<file path="config.mk">
export PLATFORM = sky130hd
export DESIGN_NAME = decim_sample_serializer
export DESIGN_NICKNAME = d
export VERILOG_FILES = /design/src/rtl/decim_ser_pkg.sv /design/src/rtl/decim_ser_fifo.sv /design/src/rtl/decim_sample_serializer.sv
export SDC_FILE = /design/constraint.sdc
export NUM_CORES = 1
export LEC_CHECK = 0
export BUFFER_PORTS_ARGS = -buffer_cell sky130_fd_sc_hd__buf_2
export CORE_MARGIN = 8
export CORE_UTILIZATION = 61
export DETAILED_ROUTE_END_ITERATION = 10
export PLACE_DENSITY = 0.79
export SETUP_SLACK_MARGIN = 0.1
export SLEW_MARGIN = 20
export SYNTH_ARGS = -nofsm -noshare
export SYNTH_HDL_FRONTEND = slang
export SYNTH_SLANG_ARGS = --single-unit
</file>
<file path="constraint.sdc">
create_clock -name i_clk -period 5 [get_ports i_clk]
set_input_delay 1 -clock i_clk [delete_from_list [all_inputs] [get_ports i_clk]]
set_output_delay 1 -clock i_clk [all_outputs]
set_load 0.03 [all_outputs]
</file>
<file path="src/rtl/decim_ser_pkg.sv">
// ---------------------------------------------------------------------------
// decim_ser_pkg
// Shared types and helpers for the decimator output serializer.
//   ser_state_t     : serializer FSM states
//   SAT_W           : working width used by the saturation helper
//   level_w()       : width of a 0..depth occupancy count
//   cnt_w()         : width of a 0..n-1 counter, never below 1 bit
//   saturate_to_out : clamps a signed value to the signed out_w range
// ---------------------------------------------------------------------------
package decim_ser_pkg;

  typedef enum logic [1:0] {
    ST_IDLE  = 2'd0,
    ST_LOAD  = 2'd1,
    ST_SHIFT = 2'd2,
    ST_GAP   = 2'd3
  } ser_state_t;

  // Inputs are sign-extended to this width before clamping so the helper
  // serves any DATA_W/OUT_W pair up to 64 bits.
  localparam int SAT_W = 64;

  function automatic int level_w(input int depth);
    return $clog2(depth + 1);
  endfunction

  function automatic int cnt_w(input int n);
    return (n > 1) ? $clog2(n) : 1;
  endfunction

  // Result is the clamped value in SAT_W bits; callers keep the low out_w.
  function automatic logic [SAT_W-1:0] saturate_to_out(
    input logic signed [SAT_W-1:0] value,
    input int                      out_w
  );
    logic signed [SAT_W-1:0] max_v;
    logic signed [SAT_W-1:0] min_v;
    max_v = $signed((64'd1 << (out_w - 1)) - 64'd1);
    min_v = -max_v - 64'sd1;
    if (value > max_v) begin
      return max_v;
    end else if (value < min_v) begin
      return min_v;
    end else begin
      return value;
    end
  endfunction

endpackage

</file>
<file path="src/rtl/decim_ser_fifo.sv">
// ---------------------------------------------------------------------------
// decim_ser_fifo
// Single-clock sample FIFO with registered (block-RAM style) read port.
//   i_clk, i_reset      : clock, synchronous active-high reset
//   i_push, i_push_data : write request and data
//   i_pop               : read request (advances the head)
//   o_pop_data          : head entry, registered; reflects the head one
//                         cycle after a write or pointer change
//   o_full, o_empty     : occupancy flags
//   o_level             : entries held
// A push while full is accepted only when a pop happens in the same cycle.
// DEPTH must be a power of two so the pointers wrap naturally.
// ---------------------------------------------------------------------------
module decim_ser_fifo
  import decim_ser_pkg::*;
#(
  parameter int WIDTH = 24,
  parameter int DEPTH = 8
) (
  input  logic                      i_clk,
  input  logic                      i_reset,
  input  logic                      i_push,
  input  logic [WIDTH-1:0]          i_push_data,
  input  logic                      i_pop,
  output logic [WIDTH-1:0]          o_pop_data,
  output logic                      o_full,
  output logic                      o_empty,
  output logic [level_w(DEPTH)-1:0] o_level
);

  localparam int AW = $clog2(DEPTH);
  localparam int LW = level_w(DEPTH);

  logic [WIDTH-1:0] r_mem [DEPTH];
  logic [WIDTH-1:0] r_rd_data;
  logic [AW-1:0]    r_wr_ptr;
  logic [AW-1:0]    r_rd_ptr;
  logic [LW-1:0]    r_level;

  logic w_do_push;
  logic w_do_pop;

  assign o_full     = (r_level == LW'(DEPTH));
  assign o_empty    = (r_level == '0);
  assign w_do_pop   = i_pop && !o_empty;
  // A pop frees the slot the full-case push overwrites; the head value was
  // already captured in r_rd_data on the previous edge.
  assign w_do_push  = i_push && (!o_full || w_do_pop);
  assign o_pop_data = r_rd_data;
  assign o_level    = r_level;

  always_ff @(posedge i_clk) begin
    if (i_reset) begin
      r_wr_ptr <= '0;
      r_rd_ptr <= '0;
      r_level  <= '0;
    end else begin
      if (w_do_push) r_wr_ptr <= r_wr_ptr + 1'b1;
      if (w_do_pop)  r_rd_ptr <= r_rd_ptr + 1'b1;
      case ({w_do_push, w_do_pop})
        2'b10:   r_level <= r_level + 1'b1;
        2'b01:   r_level <= r_level - 1'b1;
        default: r_level <= r_level;
      endcase
    end
  end

  // Storage carries no reset so it maps onto RAM primitives.
  always_ff @(posedge i_clk) begin
    if (w_do_push) r_mem[r_wr_ptr] <= i_push_data;
    r_rd_data <= r_mem[r_rd_ptr];
  end

endmodule

</file>
<file path="src/rtl/decim_sample_serializer.sv">
// ---------------------------------------------------------------------------
// decim_sample_serializer
// Output stage after the decimation filter: saturates each sample to OUT_W
// bits, buffers it, and shifts it out MSB first as a serial frame.
//   i_clk, i_reset  : clock, synchronous active-high reset
//   i_din           : signed filter sample (DATA_W)
//   i_din_valid     : one-cycle sample strobe
//   i_enable        : allows new frames to start
//   o_sck           : serial clock, SCK_DIV clk cycles per half period
//   o_sdata         : serial data, changes while sck is low
//   o_fs            : frame sync, high for the MSB bit period
//   o_fifo_level    : samples buffered
//   o_overflow      : sticky, a sample was dropped on a full FIFO
//   o_busy          : serializer not idle
// Build option: define SERIALIZER_PARITY_EN to append an even-parity bit
// after the LSB of every frame.
// ---------------------------------------------------------------------------
module decim_sample_serializer
  import decim_ser_pkg::*;
#(
  parameter int DATA_W     = 32,
  parameter int OUT_W      = 24,
  parameter int FIFO_DEPTH = 8,
  parameter int SCK_DIV    = 4,
  parameter int GAP_CYC    = 2
) (
  input  logic                           i_clk,
  input  logic                           i_reset,
  input  logic [DATA_W-1:0]              i_din,
  input  logic                           i_din_valid,
  input  logic                           i_enable,
  output logic                           o_sck,
  output logic                           o_sdata,
  output logic                           o_fs,
  output logic [level_w(FIFO_DEPTH)-1:0] o_fifo_level,
  output logic                           o_overflow,
  output logic                           o_busy
);

`ifdef SERIALIZER_PARITY_EN
  localparam int NBITS = OUT_W + 1;
`else
  localparam int NBITS = OUT_W;
`endif
  localparam int DIV_W = cnt_w(SCK_DIV);
  localparam int BIT_W = cnt_w(NBITS);
  localparam int GAP_W = cnt_w(GAP_CYC);

  // -------------------------------------------------------------------------
  // Input saturation and FIFO
  // -------------------------------------------------------------------------
  logic signed [SAT_W-1:0] w_din_ext;
  logic [OUT_W-1:0]        w_din_sat;
  logic [OUT_W-1:0]        w_head;
  logic                    w_full;
  logic                    w_empty;
  logic                    w_pop;
  logic                    w_drop;
  logic [NBITS-1:0]        w_frame;

  assign w_din_ext = SAT_W'($signed(i_din));
  assign w_din_sat = OUT_W'(saturate_to_out(w_din_ext, OUT_W));

  decim_ser_fifo #(
    .WIDTH (OUT_W),
    .DEPTH (FIFO_DEPTH)
  ) u_fifo (
    .i_clk       (i_clk),
    .i_reset     (i_reset),
    .i_push      (i_din_valid),
    .i_push_data (w_din_sat),
    .i_pop       (w_pop),
    .o_pop_data  (w_head),
    .o_full      (w_full),
    .o_empty     (w_empty),
    .o_level     (o_fifo_level)
  );

`ifdef SERIALIZER_PARITY_EN
  assign w_frame = {w_head, ^w_head};
`else
  assign w_frame = w_head;
`endif

  // -------------------------------------------------------------------------
  // FSM
  // -------------------------------------------------------------------------
  ser_state_t r_state;
  ser_state_t w_state_next;

  logic [DIV_W-1:0] r_div;
  logic [DIV_W-1:0] w_div_next;
  logic [BIT_W-1:0] r_bit;
  logic [BIT_W-1:0] w_bit_next;
  logic [GAP_W-1:0] r_gap;
  logic [GAP_W-1:0] w_gap_next;
  logic [NBITS-1:0] r_shift;
  logic [NBITS-1:0] w_shift_next;
  logic             r_sck;
  logic             w_sck_next;
  logic             r_sdata;
  logic             w_sdata_next;
  logic             r_fs;
  logic             w_fs_next;
  logic             r_busy;
  logic             r_overflow;

  logic w_half_end;
  logic w_last_bit;
  logic w_gap_end;
  logic w_start_ok;

  assign w_half_end = (r_div == DIV_W'(SCK_DIV - 1));
  assign w_last_bit = (r_bit == BIT_W'(NBITS - 1));
  assign w_gap_end  = (r_gap == GAP_W'(GAP_CYC - 1));
  assign w_start_ok = i_enable && !w_empty;
  assign w_pop      = (r_state == ST_LOAD);
  // The LOAD pop frees a slot in the same cycle, so that write is kept.
  assign w_drop     = i_din_valid && w_full && !w_pop;

  always_ff @(posedge i_clk) begin
    if (i_reset) begin
      r_state <= ST_IDLE;
    end else begin
      r_state <= w_state_next;
    end
  end

  always_comb begin
    w_state_next = r_state;
    case (r_state)
      ST_IDLE:  if (w_start_ok) w_state_next = ST_LOAD;
      ST_LOAD:  w_state_next = ST_SHIFT;
      ST_SHIFT: if (w_half_end && r_sck && w_last_bit) w_state_next = ST_GAP;
      ST_GAP:   if (w_gap_end) w_state_next = w_start_ok ? ST_LOAD : ST_IDLE;
      default:  w_state_next = ST_IDLE;
    endcase
  end

  // Next values of the divider, bit counter, shift register and the
  // registered serial outputs.
  always_comb begin
    w_div_next   = r_div;
    w_bit_next   = r_bit;
    w_gap_next   = r_gap;
    w_shift_next = r_shift;
    w_sck_next   = r_sck;
    w_sdata_next = r_sdata;
    w_fs_next    = r_fs;
    case (r_state)
      ST_IDLE: begin
        w_sck_next   = 1'b0;
        w_sdata_next = 1'b0;
        w_fs_next    = 1'b0;
      end
      ST_LOAD: begin
        w_shift_next = w_frame;
        w_sdata_next = w_frame[NBITS-1];
        w_fs_next    = 1'b1;
        w_sck_next   = 1'b0;
        w_div_next   = '0;
        w_bit_next   = '0;
      end
      ST_SHIFT: begin
        if (w_half_end) begin
          w_div_next = '0;
          if (!r_sck) begin
            w_sck_next = 1'b1;
          end else begin
            // Falling edge: advance to the next bit while sck is low.
            w_sck_next = 1'b0;
            w_fs_next  = 1'b0;
            if (w_last_bit) begin
              w_sdata_next = 1'b0;
              w_gap_next   = '0;
            end else begin
              w_bit_next   = r_bit + 1'b1;
              w_shift_next = {r_shift[NBITS-2:0], 1'b0};
              w_sdata_next = r_shift[NBITS-2];
            end
          end
        end else begin
          w_div_next = r_div + 1'b1;
        end
      end
      ST_GAP: begin
        w_sck_next = 1'b0;
        if (!w_gap_end) w_gap_next = r_gap + 1'b1;
      end
      default: begin
        w_sck_next   = 1'b0;
        w_sdata_next = 1'b0;
        w_fs_next    = 1'b0;
      end
    endcase
  end

  always_ff @(posedge i_clk) begin
    if (i_reset) begin
      r_div      <= '0;
      r_bit      <= '0;
      r_gap      <= '0;
      r_shift    <= '0;
      r_sck      <= 1'b0;
      r_sdata    <= 1'b0;
      r_fs       <= 1'b0;
      r_busy     <= 1'b0;
      r_overflow <= 1'b0;
    end else begin
      r_div      <= w_div_next;
      r_bit      <= w_bit_next;
      r_gap      <= w_gap_next;
      r_shift    <= w_shift_next;
      r_sck      <= w_sck_next;
      r_sdata    <= w_sdata_next;
      r_fs       <= w_fs_next;
      r_busy     <= (w_state_next != ST_IDLE);
      if (w_drop) r_overflow <= 1'b1;
    end
  end

  assign o_sck      = r_sck;
  assign o_sdata    = r_sdata;
  assign o_fs       = r_fs;
  assign o_busy     = r_busy;
  assign o_overflow = r_overflow;

endmodule

</file>
Yosys cells after proc, flatten, opt, wreduce, memory -nomap -nowiden
Memory sizes are Yosys's and may differ from the RTL's. A register that Yosys moved wholly into a read port is not among the register bits.
Index checks and enable logic that the tools add are counted.
Word-level totals
  register bits: 48
  RAM bits: 192
  input bits: 36
  logic and storage cells: 92
  memories: 1
Memory list
  u_fifo.r_mem: words 8, width 24, rd ports 1, clocked after memory_dff 1, wr ports 1, line decim_ser_fifo.sv:34  | logic [WIDTH-1:0] r_mem [DEPTH];
Operators by class
  add/sub/neg operators: 7
  order comparisons: 2
  equality and inequality tests: 12
  muxes and demuxes: 35
  reductions and logical operators: 22
Operator list (number)
  2-to-1 mux 23 bit: 3
  2-to-1 mux 24 bit: 2
  case mux 23 bit (2 select lines): 1
  > comparator 32 x 24 -> 1 bit, second input constant: 1
  < comparator 32 x 24 -> 1 bit, second input constant: 1
  2-to-1 mux 5 bit: 3
  2-to-1 mux 1 bit: 14
  case mux 5 bit (2 select lines): 1
  equality test 2 bit, second input constant: 4
  2-to-1 mux 2 bit: 4
  != test 2 bit, second input constant: 4
  case mux 2 bit (4 select lines): 1
  case mux 4 bit (2 select lines): 1
  AND reduction 4 bit: 2
  nonzero test 2 bit: 4
  logical AND 1 bit: 7
  adder 3 x 1 -> 3 bit, second input constant: 2
  case mux 1 bit (3 select lines): 2
  adder 5 x 1 -> 5 bit, second input constant: 1
  equality test 5 bit, second input constant: 1
  adder 4 x 1 -> 4 bit, second input constant: 1
  equality test 2 x 1 -> 1 bit, second input constant: 2
  equality test 4 bit, second input constant: 1
  logical NOT 4 bit: 1
  other kinds (11): 14

Longest topological paths before layout
Gate-level depths: netlist of the first run.
  depth after elaboration: 7
  mapped depth: 11
  gate-level depth less buffers: 11

Cells and area by module
From an unflattened synthesis of the first run, not the netlist that was laid out.
Unflattened totals
  cell total of the unflattened synthesis: 600
  area, all modules: 10552.6 um^2
Modules (own cells, without submodules)
  decim_ser_fifo: times used 1, cells each 383, area each 8415.6 um^2, seq. area each 6446.2 um^2
  decim_sample_serializer: times used 1, cells each 217, area each 2137.0 um^2, seq. area each 760.7 um^2

Least setup slack after synthesis of the first run
Ideal clock, no wire load.
  path kind: input port to flip-flop
  from: in i_din_valid
  to: mem u_fifo.r_mem[0][0], enable pin
  arrival: 3.409 ns
  required time: 4.534 ns
  path slack: 1.126 ns
  cell stages on the path: 2
  path buffers: 0
  path through: o21ai_4 nor4_1
On the way
  cells in the longest elaborated chain, start to end: 3
RTL lines
  start, declared: line decim_sample_serializer.sv:30  | input logic i_din_valid,
  logical AND 1 bit: line decim_ser_fifo.sv:48  | assign w_do_push = i_push && (!o_full || w_do_pop);
  2-to-1 mux 1 bit: line decim_ser_fifo.sv:70  | if (w_do_push) r_mem[r_wr_ptr] <= i_push_data;
  2-to-1 mux 1 bit (not written as such): line decim_ser_fifo.sv:70
  end, declared: line decim_ser_fifo.sv:34
Every way passes these cells.

Worst setup path after layout of the first run
  from: reg r_state[1]
  to: reg u_fifo.r_level[2], in the netlist u_fifo.o_level[2]
On the way
  cells in the longest elaborated chain, start to end: 6
  elaborated cells on any way between the ends: 8
RTL lines
  start, declared: line decim_sample_serializer.sv:88  | ser_state_t r_state;
  start signal, assigned: line decim_sample_serializer.sv:125  | r_state <= w_state_next;
  equality test 2 x 1 -> 1 bit (*): line decim_sample_serializer.sv:117  | assign w_pop = (r_state == ST_LOAD);
  named net u_fifo.i_pop: line decim_ser_fifo.sv:24  | input logic i_pop,
  logical AND 1 bit (*): line decim_ser_fifo.sv:45  | assign w_do_pop = i_pop && !o_empty;
  logical OR 1 bit: line decim_ser_fifo.sv:48
  logical AND 1 bit: line decim_ser_fifo.sv:48
  equality test 2 x 1 -> 1 bit or equality test 2 bit (tied branches): line decim_ser_fifo.sv:60  | case ({w_do_push, w_do_pop})
  case mux 4 bit (2 select lines) or nonzero test 2 bit (tied branches)
  end signal, assigned: line decim_ser_fifo.sv:61  | 2'b10: r_level <= r_level + 1'b1;
  end signal, assigned: line decim_ser_fifo.sv:62  | 2'b01: r_level <= r_level - 1'b1;
  end signal, assigned: line decim_ser_fifo.sv:63  | default: r_level <= r_level;
  end, declared: line decim_ser_fifo.sv:38  | logic [LW-1:0] r_level;
The timed path passes the listed nets; every way through them passes the cells marked *.
A chain may end at the register's enable or synchronous reset.

==> results, run 1 <==
- The flow ran to the end, and the final reports show no timing, DRC or antenna violations.
- The class of the most critical hold timing path is reg2reg.
- The maximum net fanout on the critical path is 9.
- The detail route stage leaves a number of antenna-violating nets equal to 0.
- The global-route congestion overflow total is 0.
- Across every metal layer, demand over resource in global routing totals 0.179.
- After the last flow step, the layout net total stands at 690.
- After detailed routing, the average wire length per cell comes to ~22 um.
- The areal power density over the cells is approximately 430 mW/mm^2.
- The clock passes through at most 3 buffers.
- The internal portion of the total power is ~3.9 mW.
- The cell type with the highest occurrence count on the critical path is sky130_fd_sc_hd__ha_1.
- Adding up every negative setup slack in the final design gives 0 ns.
- The most used flip-flop cell after synthesis is sky130_fd_sc_hd__edfxtp_1.
- The final number of setup-violating endpoints is 0.
- The number of fill cells in the layout is between 1000 and 1500.
- The TritonCTS clock tree is built.
- The final count of pins violating max slew is 0.
- STA puts the critical path data required time at approximately 5.4 ns.
- The combinational power share is 0.098.
- For the final database, setup skew stands at 0.00647 ns.
- The initial utilization of the core area, before any placement, comes to 0.621.
- After clock tree synthesis, the clock-pin slew on the worst setup and hold paths is 0.06 ns.
- The proportion of synthesized flip-flops having asynchronous set or reset is 0.
- The initial antenna violation count is 0.
- The top cell types in the final layout, fill and taps aside, are 192 x sky130_fd_sc_hd__edfxtp_1, 70 x sky130_fd_sc_hd__dfxtp_1, 48 x sky130_fd_sc_hd__mux4_2.
- The first global-routing pass estimated ~30000 um of wire.
- The ratio of final minimum period to clock period is 0.621.
- The residual DRC count is 0.
- After clock tree synthesis, the setup repair step added 0 buffers.
- The max-capacitance violation count is 0.
- The element type at the critical path start is a flip-flop.
- The critical path start-end classification is reg2reg.
- The largest single stage delay on the critical path is 0.60 ns.
- The fraction of power spent switching nets is 0.223.
- The analysis attributes to net switching a power of around 1.1 mW.
- The signal on the critical path passes through inv_1 > ha_1 > or4b_4 > o21ai_4 > ha_1 > xor2_1 > ha_1 > a21oi_1 > xor2_1 > or3_1 > a21oi_1.
- The final route contains roughly 5300 vias.
- The number of gates resized after CTS was 0.
- Before antenna repair, the detailed router went through 4 iterations.
- Yosys printed 0 warnings.
- The root buffer cell chosen for the clock tree is sky130_fd_sc_hd__clkbuf_16.
- The die covers ~0.021 sq mm.
- The top cell type by total area after synthesis is sky130_fd_sc_hd__edfxtp_1.
- The clock buffer count from CTS is 26.
- The post-detailed-placement half-perimeter wirelength is approximately 10000 um.
- The repair_antennas step left the layout with diodes totalling 0.
- The count of final hold-check violations was 0.
- With fillers left out, the area of the finished cells amounts to about 0.012 sq mm.
- The capturing element type of the critical path is a flip-flop.
- The die boundary width is roughly 150 um.
- The floorplan has 47 rows.
- The clock share of power is 0.384.
- The worst-case IR drop observed on VDD is 0.277 mV.
- Summed over all cells, the static leakage comes to 3.87 nW.
- The sequential share of power is 0.518.
- The routed design has ~19000 um of wire.
- The slowest stage of the critical path belongs to the cell sky130_fd_sc_hd__or4b_4.
- The transition time of the tightest slew-check pin is between 0.9 and 1 ns.
- Of the cells placed in the final design, the portion with a size suffix greater than 1 is 0.273.
- Averaged over all synthesized cells, the footprint is 17.4 sq um.
- The clock latency at the later pin of the worst-skew pair is approximately 0.52 ns.
- Counting distinct cell types in the post-synthesis netlist gives 47.
- The core box area is 0.0165 sq mm.
- The number of primary I/O pins is 45.
- Synthesis inferred approximately 260 register bits.
- Setup repair after global routing left no endpoint under its margin.
- The number of nets in the synthesized netlist is approximately 640.
- Routability-driven placement finished with a final weighted congestion of 0.736.
- The number of global-route vias before repair is 5506.
- Buffers placed on the I/O ports in this run total 44.
- Entering global routing, the biggest net connects 51 pins.
- The cell count after synthesis came out at 591.
- The detailed router finished its first iteration with ~460 violations.
- Headroom to the max-slew limit came out at 0.336.
- The tree built by TritonCTS fans out to ~260 sinks.
- The synthesized design contains 192 enable-type register cells.
- The worst endpoint data arrival time is between 3 and 4 ns.
- The placed instances occupy a cell area of 0.0107 sq mm.
- CTS built an H-tree with a depth of 1.
- Ranked by total cell area, the synthesized netlist is headed by sky130_fd_sc_hd__edfxtp_1 56%, sky130_fd_sc_hd__dfxtp_1 14%, sky130_fd_sc_hd__mux4_2 11%.
- For this run, the top clock speed supported by timing is 0.322 GHz.
- The overall die height is roughly 150 um.
- The final critical path time including I/O delays and setup is just over 3 ns.
- After detailed routing, the number of vias per cell comes to 5.99.
- In this run the cell area of the synthesized design comes to between 0.01 and 0.015 sq mm.
- The number of buffers inserted for hold repair after clock tree synthesis is 0.
- Leaving out fill and tap cells, the most frequent cell in the layout is sky130_fd_sc_hd__edfxtp_1.
- The area share of the largest cell type after synthesis is 0.562.
- The growth of design area from synthesis to finish is 12.9%.
- The share of the Yosys chip area taken by registers is 0.702.
## sequential cells by signal, indices dropped and copies added, names as in the netlist
name and count:
u_fifo.r_mem 192, u_fifo.o_pop_data 24, r_shift 23, r_bit 5
u_fifo.o_level 4, u_fifo.r_rd_ptr 3, u_fifo.r_wr_ptr 3, r_div 2
r_state 2, o_busy 1, o_fs 1, o_overflow 1
o_sck 1, o_sdata 1, r_gap 1
## kinds of logic (layout without fill, tap and decap cells)
family	after synthesis	count (layout)	share of synthesized area
flip-flops	264	264	0.702
multiplexers	100	100	0.159
AND/OR/NAND/NOR	88	88	0.0422
AO/OA/AOI/OAI	80	80	0.0560
buffers and inverters	39	110	0.0188
adder cells (fa/ha/maj)	12	12	0.0146
XOR/XNOR	8	8	0.00683
## critical path, delay by kind of cell (launching register included)
kind	cells	cell delay (ns)
adders and majority gates	3	0.77
AOI/OAI and AO/OA	3	0.51
buffers and inverters	1	0.09
DFF	1	0.43
xor gates and xnor gates	2	0.34
and+or+nand+nor	2	0.91
## layout make-up
class                      count  area, sq um  share of cell area
clock buffer                  41          748              0.0646
timing repair buffer          58          325              0.0281
sequential                   264         7210               0.622
clock inverter                 7          110             0.00950
tap                          220          275              0.0238
inverter                       4         15.0             0.00130
multi-input combinational    288         2900               0.250
## routing by layer
metal	global-route usage	part of all wire	vias to the layer above
met5	0	0	-
met4	0.0567	0.018	0
met3	0.0283	0.052	29
met2	0.306	0.50	162
met1	0.231	0.43	2669
li1	-	-	2425
## synth_stat cells, types with 4 or more instances
master	count
sky130_fd_sc_hd__dfxtp_1	72
sky130_fd_sc_hd__nor2b_1	4
sky130_fd_sc_hd__o21ai_0	6
sky130_fd_sc_hd__nor2_1	44
sky130_fd_sc_hd__clkbuf_1	16
sky130_fd_sc_hd__buf_2	10
sky130_fd_sc_hd__a211oi_1	23
sky130_fd_sc_hd__nand2b_1	4
sky130_fd_sc_hd__mux4_2	48
sky130_fd_sc_hd__a21oi_1	12
sky130_fd_sc_hd__a21o_1	24
sky130_fd_sc_hd__mux2i_1	27
sky130_fd_sc_hd__mux2_2	25
sky130_fd_sc_hd__nor3_1	7
sky130_fd_sc_hd__nand3_1	5
sky130_fd_sc_hd__xor2_1	6
sky130_fd_sc_hd__edfxtp_1	192
sky130_fd_sc_hd__ha_1	12
sky130_fd_sc_hd__nand2_1	6
sky130_fd_sc_hd__inv_1	4
## per-stage QoR
step	utilization	power, mW	setup slack (ns)	hold slack (ns)	instances
floorplan	-	3.02	1.13	0.449	591
global placement	0.649	3.11	2.07	0.450	834
detailed placement	0.649	3.14	1.91	0.458	834
CTS	0.701	5.07	1.89	0.481	882
global route	0.701	5.22	1.74	0.488	882
finish	0.701	5.03	1.89	0.477	882
## power by group through the flow
stage	Clock, mW	Combinational, mW	Sequential, mW
floorplan	0	0.413	2.60
global route	2.05	0.540	2.63
detailed placement	0	0.489	2.65
global placement	0	0.468	2.64
CTS	1.97	0.495	2.61
finish	1.94	0.492	2.61
## final timing paths
| kind | cells after the start | end | start | slack, ns |
|---|---|---|---|---|
| worst min register to register | 2 | o_sdata | o_sdata | 0.48 |
| worst max-delay path | 11 | u_fifo.o_level[2] | r_state[1] | 1.89 |
| worst max register to register | 11 | u_fifo.o_level[2] | r_state[1] | 1.89 |
| worst min-delay path | 2 | o_sdata | o_sdata | 0.48 |
Note: power is estimated with default switching activity, not from simulation.
==> inputs of run 2 (changes only) <==
==> constraint.sdc (replaced) <==
create_clock -name i_clk -period 3.02 [get_ports i_clk]
set_input_delay 0.604 -clock i_clk [delete_from_list [all_inputs] [get_ports i_clk]]
set_output_delay 0.604 -clock i_clk [all_outputs]
set_load 0.03 [all_outputs]
==> run 2 against run 1 <==
- critical path depth down 1
- fmax up 11%
- register-to-register slack worse by 1.7 ns
- setup slack worse by 1.7 ns
- total power up 68%
- non-clock buffer count up 5
- critical path type unchanged
==> results, run 2 (synthesized netlist as in run 1, its figures left out) <==
- Adding up every negative setup slack in the final design gives 0 ns.
- The achievable clock frequency is 0.357 GHz.
- The maximum net fanout on the critical path is 8.
- In this run the remaining antenna-violating nets after routing total 0.
- The effective utilization at floorplan is 0.621.
- The placer's final routability congestion estimate is 0.777.
- At the end of the flow, the number of nets in the layout was between 600 and 700.
- The element type at the critical path start is a flip-flop.
- The flow ran to the end, and the final reports show no timing, DRC or antenna violations.
- The clock transition at the registers of the reported paths is roughly 0.060 ns.
- The die boundary width is 146 um.
- After filler insertion, the fill cell instance count of the layout stands at ~1000.
- The number of primary I/O pins is 45.
- The cell area after layout is approximately 0.012 sq mm.
- The die is about 150 um tall.
- Compared with the post-synthesis result, the final layout area differs by 14.0%.
- The largest buffer count on any clock path is 3.
- The residual DRC count is 0.
- The cell area after placement is 0.0108 sq mm.
- The critical path start-end classification is reg2reg.
- The core region is between 0.015 and 0.02 sq mm.
- Detailed placement finished with a half-perimeter wire length of ~11000 um.
- The area enclosed by the die boundary is 0.0212 sq mm.
- At the worst endpoint, the arrival time is 3.26 ns.
- The pre-CTS setup slack is between 0.2 and 0.25 ns.
- The count of port buffers added during placement is 44.
- The leading cell type in the layout, fill and taps excluded is sky130_fd_sc_hd__edfxtp_1.
- The detail-routed net length per standard cell is approximately 22 um.
- The ratio of final minimum period to clock period is 0.927.
- Dividing total power by cell area gives a power density of just over 700 mW/mm^2.
- Headroom to the max-slew limit came out at 0.616.
- The final count of pins violating max slew was 0.
- The design draws 8.45 mW.
- Setup repair after global routing left no endpoint under its margin.
- The signal on the critical path passes through inv_1 > ha_1 > or4b_4 > o21ai_4 > buf_4 > ha_1 > nor4b_1 > o21ai_0 > a211o_1 > nand2_1.
- The static leakage is 3.93 nW.
- For the final database, setup skew stands at around 0.013 ns.
- On the worst path, the slowest cell contributes a delay of a little under 0.6 ns.
- The top cell types in the final layout, fill and taps aside, are 192 x sky130_fd_sc_hd__edfxtp_1, 69 x sky130_fd_sc_hd__dfxtp_1, 48 x sky130_fd_sc_hd__mux4_2.
- The fraction of layout cells with a size suffix above 1 is 0.287.
- Buffers inserted during clock tree synthesis total 26.
- TritonCTS built the clock tree.
- The first-pass GRT wire length is 31100 um.
- The tightest min-delay check is of the in2reg type.
- The total inserted antenna cells is 0.
- The pin count of the biggest net entering global routing is 46.
- The clock tree root buffer cell is sky130_fd_sc_hd__clkbuf_16.
- The clock reaches the later pin of the worst-skew pair after ~0.52 ns.
- The final number of setup-violating endpoints is 0.
- The sequential cell area is approximately 0.007 sq mm.
- The master of the slowest instance on the critical path is sky130_fd_sc_hd__or4b_4.
- The count of final hold-check violations is 0.
- The detailed router's first-iteration violation count is about 360.
- The worst-case IR drop observed on VDD is ~0.44 mV.
- After layout, the worst setup slack is between 0.2 and 0.25 ns.
- Summing all multi-input logic gate instances after layout gives about 0.003 sq mm.
- The capturing element type of the critical path is a flip-flop.
- In this run the core area contains between 40 and 50 standard-cell rows.
- The required time reported for the critical path endpoint is ~3.5 ns.
- After layout, the minimum clock period comes to around 2.8 ns.
- The detailed-route wire length is 19400 um.
- For this run, the detailed router's first-pass iteration total came to 5.
- The flip-flop count of the largest register after layout is 192.
- In this run the number of H-tree levels came out at 1.
- Summed over all layers, the global routing overflow is 0.
- The cell that appears most often on the critical path is sky130_fd_sc_hd__ha_1.
- The transition time of the tightest slew-check pin is between 0.5 and 0.6 ns.
- The tool flagged a number of max-cap violations equal to 0.
- The initial antenna violation count is 0.
- Counting every sink on the clock net gives roughly 260.
- Across all layers, the routed design uses 5342 vias.
- Ranked by flip-flop count, first place goes to u_fifo.r_mem.
- The detail-routed via count per cell is approximately 6.
- The combined global-route utilization of all metal layers is 0.184.
- The number of global-route vias before repair is 5715.
## run 2: changes by cell type in the layout (fill, tap and decap cells not counted), moves of 2 or more
cell / delta
sky130_fd_sc_hd__clkinv_2: +3
sky130_fd_sc_hd__buf_12: +2
sky130_fd_sc_hd__clkinv_1: +2
sky130_fd_sc_hd__clkbuf_1: -7
sky130_fd_sc_hd__buf_4: +3
## run 2: worst max-delay path, delay by kind of cell, from the launching register on
family          cells  cell delay (ns)
fa+ha+maj           2             0.53
simple gates        3             0.96
flops               1             0.38
compound gates      3             0.59
buf+inv             2             0.28
## run 2: per-stage QoR
stage,util,std cells,hold WS (ns)
CTS,0.708,886,0.373
detailed placement,0.654,839,0.462
global route,0.708,886,0.421
floorplan,-,591,0.449
global placement,0.654,839,0.445
finish,0.708,886,0.393
## run 2: where the power goes
part | switching [mW] | internal [mW] | total [mW]
combinational | 0.469 | 0.411 | 0.880
sequential | 0.150 | 4.13 | 4.28
clock | 1.28 | 2.01 | 3.28
total | 1.90 | 6.55 | 8.45
## run 2: repair_timing
| action | CTS | global route |
|---|---|---|
| resized for setup | 0 | 1 |
| hold buffers | 0 | 0 |
| setup endpoints to repair | 0 | 2 |
| setup buffers | 0 | 0 |
| endpoints found under the hold margin | 0 | 0 |
## run 2: routing by layer
layer / track usage / routed length, um
met5: 0 / 0
met3: 0.0280 / 1070
met2: 0.320 / 9950
met1: 0.235 / 7970
met4: 0.0583 / 425
## run 2: cell type report
cell class,instances,share of cell area
multi-input cells,288,0.249
inverters,4,0.00128
clock inverters,11,0.0107
clock buffers,36,0.0651
well taps,220,0.0235
flip-flops and latches,264,0.617
repair buffers,63,0.0332
## run 2: path summary, 6_finish.rpt
| path | slack [ns] | startpoint | to | depth (start not counted) |
|---|---|---|---|---|
| max | 0.22 | r_state[1] | u_fifo.o_level[3] | 10 |
| min | 0.39 | i_din_valid | o_overflow | 3 |
| max reg2reg | 0.22 | r_state[1] | u_fifo.o_level[3] | 10 |
| min reg2reg | 0.48 | o_sdata | o_sdata | 2 |
